<file path="src/rtl/ex_mem_stage_reg_pkg.sv">
// Shared constants and helpers for the EX->MEM stage register.
// Decides how the pipeline payload reacts to reset, flush and the stall vector each cycle.
package ex_mem_stage_reg_pkg;

  localparam logic STOP          = 1'b1;
  localparam logic NO_STOP       = 1'b0;
  localparam logic RST_ENABLE    = 1'b1;
  localparam logic WRITE_ENABLE  = 1'b1;
  localparam logic WRITE_DISABLE = 1'b0;

  typedef enum logic [1:0] {
    ACT_CLEAR,
    ACT_BUBBLE,
    ACT_ADVANCE,
    ACT_HOLD
  } pipe_act_e;

  // Flush outranks every stall combination; a stall with a running downstream stage inserts a bubble.
  function automatic pipe_act_e pipe_action(input logic rst, input logic flush,
                                            input logic s, input logic n);
    if (rst == RST_ENABLE || flush) return ACT_CLEAR;
    if (s == NO_STOP)               return ACT_ADVANCE;
    if (n == NO_STOP)               return ACT_BUBBLE;
    return ACT_HOLD;
  endfunction

endpackage

</file>
<file path="src/rtl/ex_mem_stage_reg_sat.sv">
// Saturating up-counter with synchronous clear; clear beats increment.
module sat_counter #(
  parameter int unsigned WIDTH = 16
) (
  input  logic             clk,
  input  logic             rst,
  input  logic             inc_i,
  input  logic             clr_i,
  output logic [WIDTH-1:0] cnt_o
);

  logic [WIDTH-1:0] cnt_q, cnt_d;

  always_comb begin
    cnt_d = cnt_q;
    if (clr_i)                    cnt_d = '0;
    else if (inc_i && cnt_q != '1) cnt_d = cnt_q + WIDTH'(1);
  end

  always_ff @(posedge clk) begin
    if (rst) cnt_q <= '0;
    else     cnt_q <= cnt_d;
  end

  assign cnt_o = cnt_q;

endmodule

</file>
<file path="src/rtl/ex_mem_stage_reg.sv">
// EX->MEM pipeline register with stall/bubble/flush handling, multi-cycle context
// feedback to EX and a saturating stall-cycle counter.
module ex_mem_stage_reg
  import ex_mem_stage_reg_pkg::*;
#(
  parameter int unsigned DATA_W  = 32,
  parameter int unsigned ADDR_W  = 5,
  parameter int unsigned CNT_W   = 2,
  parameter int unsigned STALL_W = 6,
  parameter int          STAGE   = 3,
  parameter int unsigned PERF_W  = 16
) (
  input  logic                clk,
  input  logic                rst,
  input  logic [STALL_W-1:0]  stall,
  input  logic                flush,
  input  logic                perf_clr,
  input  logic                ex_valid,
  input  logic [ADDR_W-1:0]   ex_wd,
  input  logic                ex_wreg,
  input  logic [DATA_W-1:0]   ex_wdata,
  input  logic [DATA_W-1:0]   ex_hi,
  input  logic [DATA_W-1:0]   ex_lo,
  input  logic                ex_whilo,
  input  logic [2*DATA_W-1:0] ctx_i,
  input  logic [CNT_W-1:0]    ctx_cnt_i,
  output logic                mem_valid,
  output logic [ADDR_W-1:0]   mem_wd,
  output logic                mem_wreg,
  output logic [DATA_W-1:0]   mem_wdata,
  output logic [DATA_W-1:0]   mem_hi,
  output logic [DATA_W-1:0]   mem_lo,
  output logic                mem_whilo,
  output logic [2*DATA_W-1:0] ctx_o,
  output logic [CNT_W-1:0]    ctx_cnt_o,
  output logic [PERF_W-1:0]   stall_cycles
);

  if (STAGE < 0 || STAGE > int'(STALL_W) - 2) begin : g_bad_stage
    $error("ex_mem_stage_reg: STAGE out of range 0..STALL_W-2");
  end

  logic      s, n;
  pipe_act_e act;

  assign s   = stall[STAGE];
  assign n   = stall[STAGE+1];
  assign act = pipe_action(rst, flush, s, n);

  logic                valid_q, valid_d;
  logic [ADDR_W-1:0]   wd_q, wd_d;
  logic                wreg_q, wreg_d;
  logic [DATA_W-1:0]   wdata_q, wdata_d;
  logic [DATA_W-1:0]   hi_q, hi_d;
  logic [DATA_W-1:0]   lo_q, lo_d;
  logic                whilo_q, whilo_d;
  logic [2*DATA_W-1:0] ctx_q;
  logic [CNT_W-1:0]    ctx_cnt_q;

  always_comb begin
    valid_d = valid_q;
    wd_d    = wd_q;
    wreg_d  = wreg_q;
    wdata_d = wdata_q;
    hi_d    = hi_q;
    lo_d    = lo_q;
    whilo_d = whilo_q;
    case (act)
      ACT_CLEAR, ACT_BUBBLE: begin
        valid_d = 1'b0;
        wd_d    = '0;
        wreg_d  = WRITE_DISABLE;
        wdata_d = '0;
        hi_d    = '0;
        lo_d    = '0;
        whilo_d = WRITE_DISABLE;
      end
      ACT_ADVANCE: begin
        // Write enables are qualified by valid so an invalid slot can never commit.
        valid_d = ex_valid;
        wd_d    = ex_wd;
        wreg_d  = ex_wreg & ex_valid;
        wdata_d = ex_wdata;
        hi_d    = ex_hi;
        lo_d    = ex_lo;
        whilo_d = ex_whilo & ex_valid;
      end
      default: ;
    endcase
  end

  always_ff @(posedge clk) begin
    if (rst) begin
      valid_q <= 1'b0;
      wd_q    <= '0;
      wreg_q  <= WRITE_DISABLE;
      wdata_q <= '0;
      hi_q    <= '0;
      lo_q    <= '0;
      whilo_q <= WRITE_DISABLE;
    end else begin
      valid_q <= valid_d;
      wd_q    <= wd_d;
      wreg_q  <= wreg_d;
      wdata_q <= wdata_d;
      hi_q    <= hi_d;
      lo_q    <= lo_d;
      whilo_q <= whilo_d;
    end
  end

  // Context follows EX while stalled and is cleared on advance so the next op starts clean.
  always_ff @(posedge clk) begin
    if (rst || flush || s == NO_STOP) begin
      ctx_q     <= '0;
      ctx_cnt_q <= '0;
    end else begin
      ctx_q     <= ctx_i;
      ctx_cnt_q <= ctx_cnt_i;
    end
  end

  sat_counter #(.WIDTH(PERF_W)) u_perf (
    .clk   (clk),
    .rst   (rst),
    .inc_i (s),
    .clr_i (perf_clr),
    .cnt_o (stall_cycles)
  );

  assign mem_valid = valid_q;
  assign mem_wd    = wd_q;
  assign mem_wreg  = wreg_q;
  assign mem_wdata = wdata_q;
  assign mem_hi    = hi_q;
  assign mem_lo    = lo_q;
  assign mem_whilo = whilo_q;
  assign ctx_o     = ctx_q;
  assign ctx_cnt_o = ctx_cnt_q;

endmodule

</file>
<file path="config.mk">
export PLATFORM = sky130hd
export DESIGN_NAME = ex_mem_stage_reg
export DESIGN_NICKNAME = d
export VERILOG_FILES = /design/src/rtl/ex_mem_stage_reg_pkg.sv /design/src/rtl/ex_mem_stage_reg_sat.sv /design/src/rtl/ex_mem_stage_reg.sv
export SDC_FILE = /design/constraint.sdc
export NUM_CORES = 1
export LEC_CHECK = 0
export ABC_AREA = 1
export BUFFER_PORTS_ARGS = -buffer_cell sky130_fd_sc_hd__buf_2
export CORE_AREA = 3 3 140 142
export DETAILED_ROUTE_END_ITERATION = 10
export DIE_AREA = 0 0 143 145
export PLACE_DENSITY_LB_ADDON = 0.08
export SYNTH_ARGS = -nofsm -noshare
export SYNTH_HDL_FRONTEND = slang
export SYNTH_HIERARCHICAL = 1
export SYNTH_SLANG_ARGS = --single-unit
export TNS_END_PERCENT = 100
</file>
<file path="constraint.sdc">
create_clock -name clk -period 1.8 [get_ports clk]
set_input_delay 0.36 -clock clk [delete_from_list [all_inputs] [get_ports clk]]
set_output_delay 0.36 -clock clk [all_outputs]
set_load 0.005 [all_outputs]
</file>
==> impl_metrics.py, run 1 <==
metrics = {
    "worst_hold_path": {
        "hp-class": "in2reg",
    },
    "cts": {
        "cts.clk_slew.worst_paths_ns": 0.08,
        "htree_num_levels": 4,
        "root_buffer": "clkbuf_16",
        "holdBufCountCts": 0,
        "clockBufferDepth": 2,
        "cts_resized": 0,
        "clkLatencyLatePin_ns": 0.43,
        "cts_tree": "yes",
        "post-cts-setup-buffer-count": 0,
        "cts_buffers": 17,
        "cts_sinks": 186,
    },
    "yosys": {
        "synthTopCellsByArea": "dfxtp_1 54%, nand4_1 9.5%, nand3_1 8.4%",
        "synth_area_um2": 6880,
        "yosys.area.top_type": "dfxtp_1",
        "ys.flop_type": "dfxtp_1",
        "synth-seq-cells": 186,
        "synth_top_area_frac": 0.541,
        "synth_cell_type_count": 24,
        "synth.avg_cell_area_um2": 8.19,
        "syn-num-nets": 1021,
        "yosysMostFrequentCell": "dfxtp_1",
        "syn_inst": 840,
        "yosysWarnings": 6,
        "ys_top_cells_by_count": "186 x dfxtp_1, 150 x nand2_1, 115 x nand3_1, 105 x nand4_1, 105 x nor2_1",
        "synthArstFlopShare": 0,
        "synth_edf_count": 0,
        "yosysSeqAreaShare": 0.541,
    },
    "outcome": {
        "status": "completed",
    },
    "sta": {
        "worst_pin_slew_ns": 0.477,
        "max-slew-margin-rel": 0.682,
        "setup_ws_ns": 0.297,
        "setup_viol": 0,
        "final_hold_viol_count": 0,
        "drv_slew": 0,
        "rsz0062_at_grt": "false",
        "final.min_clock_period_ns": 1.50,
        "fmax_mhz": 665,
        "post-route-period-util": 0.835,
        "finClkSkew_ns": 0.0117,
        "tns_ns": 0,
    },
    "die": {
        "fp-row-count": 50,
        "die_w_um": 143,
        "core_um2": 18600,
        "dieArea_um2": 20700,
        "die_y_um": 145,
        "initial_utilization": 0.370,
        "io_pins": 366,
    },
    "setup_path": {
        "end_kind": "register",
        "crit_path_max_incr_delay_ns": 0.38,
        "worstPathRequired_ns": 2.13,
        "crit_chain": "ha_1 -> nand3_1 -> nor2_1 -> nand2_1 -> nor2_1 -> nand3_1 -> nand2_1 -> nor2_1",
        "startpoint_type": "register",
        "crit_slowest_cell": "dfxtp_1",
        "cpMostUsedCell": "nor2_1",
        "path_class": "reg2reg",
        "crit_fanout": 4,
        "cp.arrival_ns": 1.83,
    },
    "layout": {
        "final_nets": 1350,
        "final_layout_size_suffix_gt1_frac": 0.363,
        "syn2layout_area_growth_pct": 37.6,
    },
    "grt": {
        "grt_pass1_vias": 6300,
        "antenna_found_initial": 5,
        "grt_max_degree": 67,
        "grt_pass1_wl_um": 33100,
        "grtUsageTotal": 0.199,
        "grt.overflow.total": 0,
    },
    "pwr": {
        "power_density_nw_per_um2": 938,
        "irDropWorstVdd_mv": 0.638,
        "p_leak_nw": 5.27,
    },
    "drt": {
        "drt.antenna.violating_nets": 0,
        "drc": 0,
        "firstDrtPassIters": 4,
        "via_count": 6612,
        "routed_wl_um": 21200,
        "drt_iter0_drc": 302,
        "viasPerCell": 4.66,
        "wire_per_inst_um": 15.0,
    },
    "placement": {
        "port-buffer-count": 361,
        "gp_congestion": 0.800,
        "dpl_worst_slack_ns": 0.327,
        "dp.final_hpwl_um": 15400,
    },
    "flow_run": {
        "maxCapViolations": 0,
    },
}
==> critical path: cells and delay by family (launching register included) <==
kind | cells | cell delay [ns]
simple gates | 7 | 0.80
fa+ha+maj | 1 | 0.22
flops | 1 | 0.38
==> logic make-up after synthesis <==
logic type / count (synthesis) / synth area share
compound gates: 9 / 0.00654
fa+ha+maj: 1 / 0.00182
buf+inv: 150 / 0.106
flops: 186 / 0.541
simple gates: 494 / 0.345
==> path summary, 6_finish.rpt <==
| path | start | endpoint | slack [ns] | depth (start not counted) |
|---|---|---|---|---|
| max | u_perf/cnt_o[1] | u_perf/cnt_o[14] | 0.30 | 8 |
| min reg2reg | mem_wdata[10] | mem_wdata[10] | 0.46 | 2 |
| max reg2reg | u_perf/cnt_o[1] | u_perf/cnt_o[14] | 0.30 | 8 |
| min | ctx_i[17] | ctx_o[17] | 0.13 | 3 |
==> sequential cells by signal, summed over array words and instances (netlist names) <==
register / flops
ctx_o: 64
mem_hi: 32
u_perf/cnt_o: 16
mem_wd: 5
mem_wdata: 32
mem_valid: 1
mem_wreg: 1
mem_lo: 32
ctx_cnt_o: 2
mem_whilo: 1
==> report_power, final <==
part	internal, W	leakage, nW	switching [W]
logic	0.000323	3.46	0.000408
registers	0.00422	1.51	0.0000413
clock network	0.00203	0.305	0.00186
total	0.00657	5.27	0.00231
==> through the flow <==
| stage | power, W | utilization | hold WS (ns) | instance area [um2] | cells |
|---|---|---|---|---|---|
| 4_1_cts | 0.00901 | 0.509 | 0.111 | 9460 | 1416 |
| 3_5_place_dp | 0.00510 | 0.476 | 0.456 | 8840 | 1384 |
| 5_1_grt | 0.00926 | 0.509 | 0.109 | 9470 | 1419 |
| 3_3_place_gp | 0.00510 | 0.476 | 0.453 | 8840 | 1384 |
| 6_report | 0.00888 | 0.510 | 0.132 | 9470 | 1420 |
| 2_1_floorplan | 0.00470 | - | 0.463 | 6880 | 840 |
==> layout make-up <==
type                            instances  area, um2
Inverter                               83        313
Fill cell                            1897       9110
Clock inverter                         15        193
Antenna cell                            4       10.0
Sequential cell                       186       3720
Tap cell                              234        293
Timing Repair Buffer                  377       2070
Multi-Input combinational cell        504       2440
Clock buffer                           17        425
==> routing by layer <==
layer / vias to the layer above / global-route usage / wire length (um)
li1: 3412 / - / -
met5: - / 0 / 25
met2: 241 / 0.332 / 10400
met4: 4 / 0.0684 / 398
met3: 28 / 0.0695 / 1960
met1: 2927 / 0.237 / 8440
==> cells in the final DEF, fill, tap and decap left out, drive strengths merged <==
| cell | instances |
|---|---|
| ha | 1 |
| dfxtp | 186 |
| nand2 | 153 |
| diode | 4 |
| nand4 | 106 |
| and2 | 1 |
| nor2 | 115 |
| buf | 377 |
| o21ai | 2 |
| a21oi | 7 |
| nand3b | 3 |
| nand3 | 115 |
| inv | 93 |
| clkinv | 4 |
| and3 | 1 |
| clkbuf | 17 |
| bufinv | 1 |
Power figures use the tool's default switching activity.
==> run 2, diff against run 1 <==
==> constraint.sdc (replaced) <==
create_clock -name clk -period 1.2 [get_ports clk]
set_input_delay 0.24 -clock clk [delete_from_list [all_inputs] [get_ports clk]]
set_output_delay 0.24 -clock clk [all_outputs]
set_load 0.005 [all_outputs]
==> run 2 against run 1 <==
Net effect: the run now ends with negative setup slack left; via count grew 6.9%; sequential share of layout area shrank 3.6 points; flip-flop and latch count is the same; maximum frequency grew 10%; clock power grew 46%; total power grew 49%; core utilization grew 5.7 points; sequential power grew 50%; final area grew 11%; combinational power grew 67%; critical endpoint is now u_perf/cnt_o[7]; clock skew grew 0.0032 ns.
==> impl_metrics.py, run 2 (synthesis results as in run 1) <==
metrics = {
    "layout": {
        "final_util": 0.566,
        "most-common-layout-cells": "344 x buf_2, 169 x dfxtp_1, 143 x nand2_1",
        "final_nets": 1431,
        "layout_commonest_cell": "buf_2",
        "largest_reg_flops": 64,
        "diodes": 0,
        "syn2layout_area_growth_pct": 52.9,
        "final_layout_size_suffix_gt1_frac": 0.429,
    },
    "sta": {
        "final.min_clock_period_ns": 1.36,
        "drv_slew": 0,
        "fmax_mhz": 734,
        "rsz0062_at_grt": "true",
        "setup_ws_ns": -0.162,
        "final_hold_viol_count": 0,
        "worst_pin_slew_ns": 0.350,
        "post-route-period-util": 1.13,
        "max-slew-margin-rel": 0.767,
        "finClkSkew_ns": 0.0149,
        "tns_ns": -2.35,
        "hold-worst-slack_ns": 0.0180,
        "setup_viol": 30,
    },
    "cts": {
        "cts_tree": "yes",
        "clkLatencyLatePin_ns": 0.43,
        "cts.clk_slew.worst_paths_ns": 0.08,
        "cts_sinks": 186,
        "clockBufferDepth": 2,
        "htree_num_levels": 4,
        "root_buffer": "clkbuf_16",
        "cts_buffers": 17,
    },
    "setup_path": {
        "startpoint_type": "register",
        "crit_slowest_cell": "dfxtp_4",
        "crit_start": "u_perf/cnt_o[1]",
        "cp.arrival_ns": 1.69,
        "end_kind": "register",
        "regToRegEndpoint": "u_perf/cnt_o[7]",
        "crit_chain": "ha_4 -> nand2_4 -> nor2_4 -> buf_6 -> nand4_4 -> a21oi_2 -> nor2_1",
        "crit_buf_inv": 1,
        "r2r_cells": 7,
        "regToRegStartpoint": "u_perf/cnt_o[1]",
        "crit_path_max_incr_delay_ns": 0.36,
        "cp_top_family": "simple AND/OR/NAND/NOR gates",
        "path_class": "reg2reg",
        "crit_fanout": 7,
        "worstPathRequired_ns": 1.53,
        "ff2ff_setup_slack_ns": -0.16,
    },
    "drt": {
        "drt_iter0_drc": 310,
        "routed_wl_um": 22200,
        "firstDrtPassIters": 4,
        "wire_per_inst_um": 14.9,
        "viasPerCell": 4.72,
        "drt.antenna.violating_nets": 0,
        "drc": 0,
        "via_count": 7065,
    },
    "die": {
        "dieArea_um2": 20700,
        "fp-row-count": 50,
        "die_y_um": 145,
        "io_pins": 366,
        "initial_utilization": 0.370,
        "die_w_um": 143,
        "core_um2": 18600,
    },
    "placement": {
        "dp.final_hpwl_um": 15800,
        "gp_congestion": 0.815,
        "dpl_worst_slack_ns": -0.224,
        "port-buffer-count": 361,
    },
    "worst_hold_path": {
        "hp-start": "ctx_i[43]",
        "min_path_cells": 3,
        "hp-class": "in2reg",
        "worst_hold_path.endpoint": "ctx_o[43]",
    },
    "grt": {
        "grt_pass1_vias": 6586,
        "antenna_found_initial": 1,
        "grtUsageTotal": 0.207,
        "grt_pass1_wl_um": 34700,
        "grt_max_degree": 77,
        "grt.overflow.total": 0,
    },
    "pwr": {
        "power_density_nw_per_um2": 1260,
        "p_leak_nw": 5.75,
        "irDropWorstVdd_mv": 0.958,
    },
    "outcome": {
        "violations": "negative setup slack",
        "status": "complete, but fails checks",
    },
    "flow_run": {
        "maxCapViolations": 0,
    },
}
run 2: cell count changes in the layout (fill, tap and decap cells not counted), sizes merged:
cell | previous run | this run
dlygate4sd3 | 0 | 20
inv | 93 | 89
diode | 4 | 0
clkinv | 4 | 6
buf | 377 | 437
clkinvlp | 0 | 2
nand4 | 106 | 107
run 2: final cells by class:
class	count	area [um2]
clock buffers	17	425
clock inverters	15	179
fillers	1792	8060
inverters	83	313
multi-input cells	505	2620
flip-flops and latches	186	3760
well taps	234	293
repair buffers	457	2930
run 2: worst max-delay path by stage:
stage | depth (start not counted) | end
final | 7 | u_perf/cnt_o[7]
after global routing | 8 | u_perf/cnt_o[14]
after CTS | 3 | stall_cycles[6]
after detailed placement | 8 | u_perf/cnt_o[14]
after global placement | 8 | u_perf/cnt_o[14]
after floorplan | 7 | u_perf/cnt_o[2]
run 2: layer usage:
metal  up-vias  global-route usage  part of all wire
met1      3202               0.246              0.40
met4         2              0.0694             0.023
met5         -                   0           0.00058
met3        36              0.0633             0.081
li1       3576                   -                 -
met2       249               0.354              0.50
run 2: per-stage QoR:
step                cells  total power [W]  cell area (um2)
floorplan             840          0.00705             6930
global placement     1422          0.00770             9230
detailed placement   1422          0.00770             9230
CTS                  1491           0.0135            10400
global route         1497           0.0139            10500
finish               1497           0.0133            10500
run 2: worst min-delay path, delay by kind of cell:
kind                   cells  cell delay, ns
buffers and inverters      2            0.13
and+or+nand+nor            1            0.03
run 2: power by group:
group	switching (W)	internal (W)
clock network	0.00268	0.00299
registers	0.0000655	0.00632
logic	0.000630	0.000585
run 2: what timing repair did:
item	4_1_cts	5_1_grt
endpoints found under the setup margin	33	32
pin swaps	12	5
resized for setup	66	20
endpoints found under the hold margin	19	1
hold buffers	19	1
setup buffers	17	5
cloned	1	0
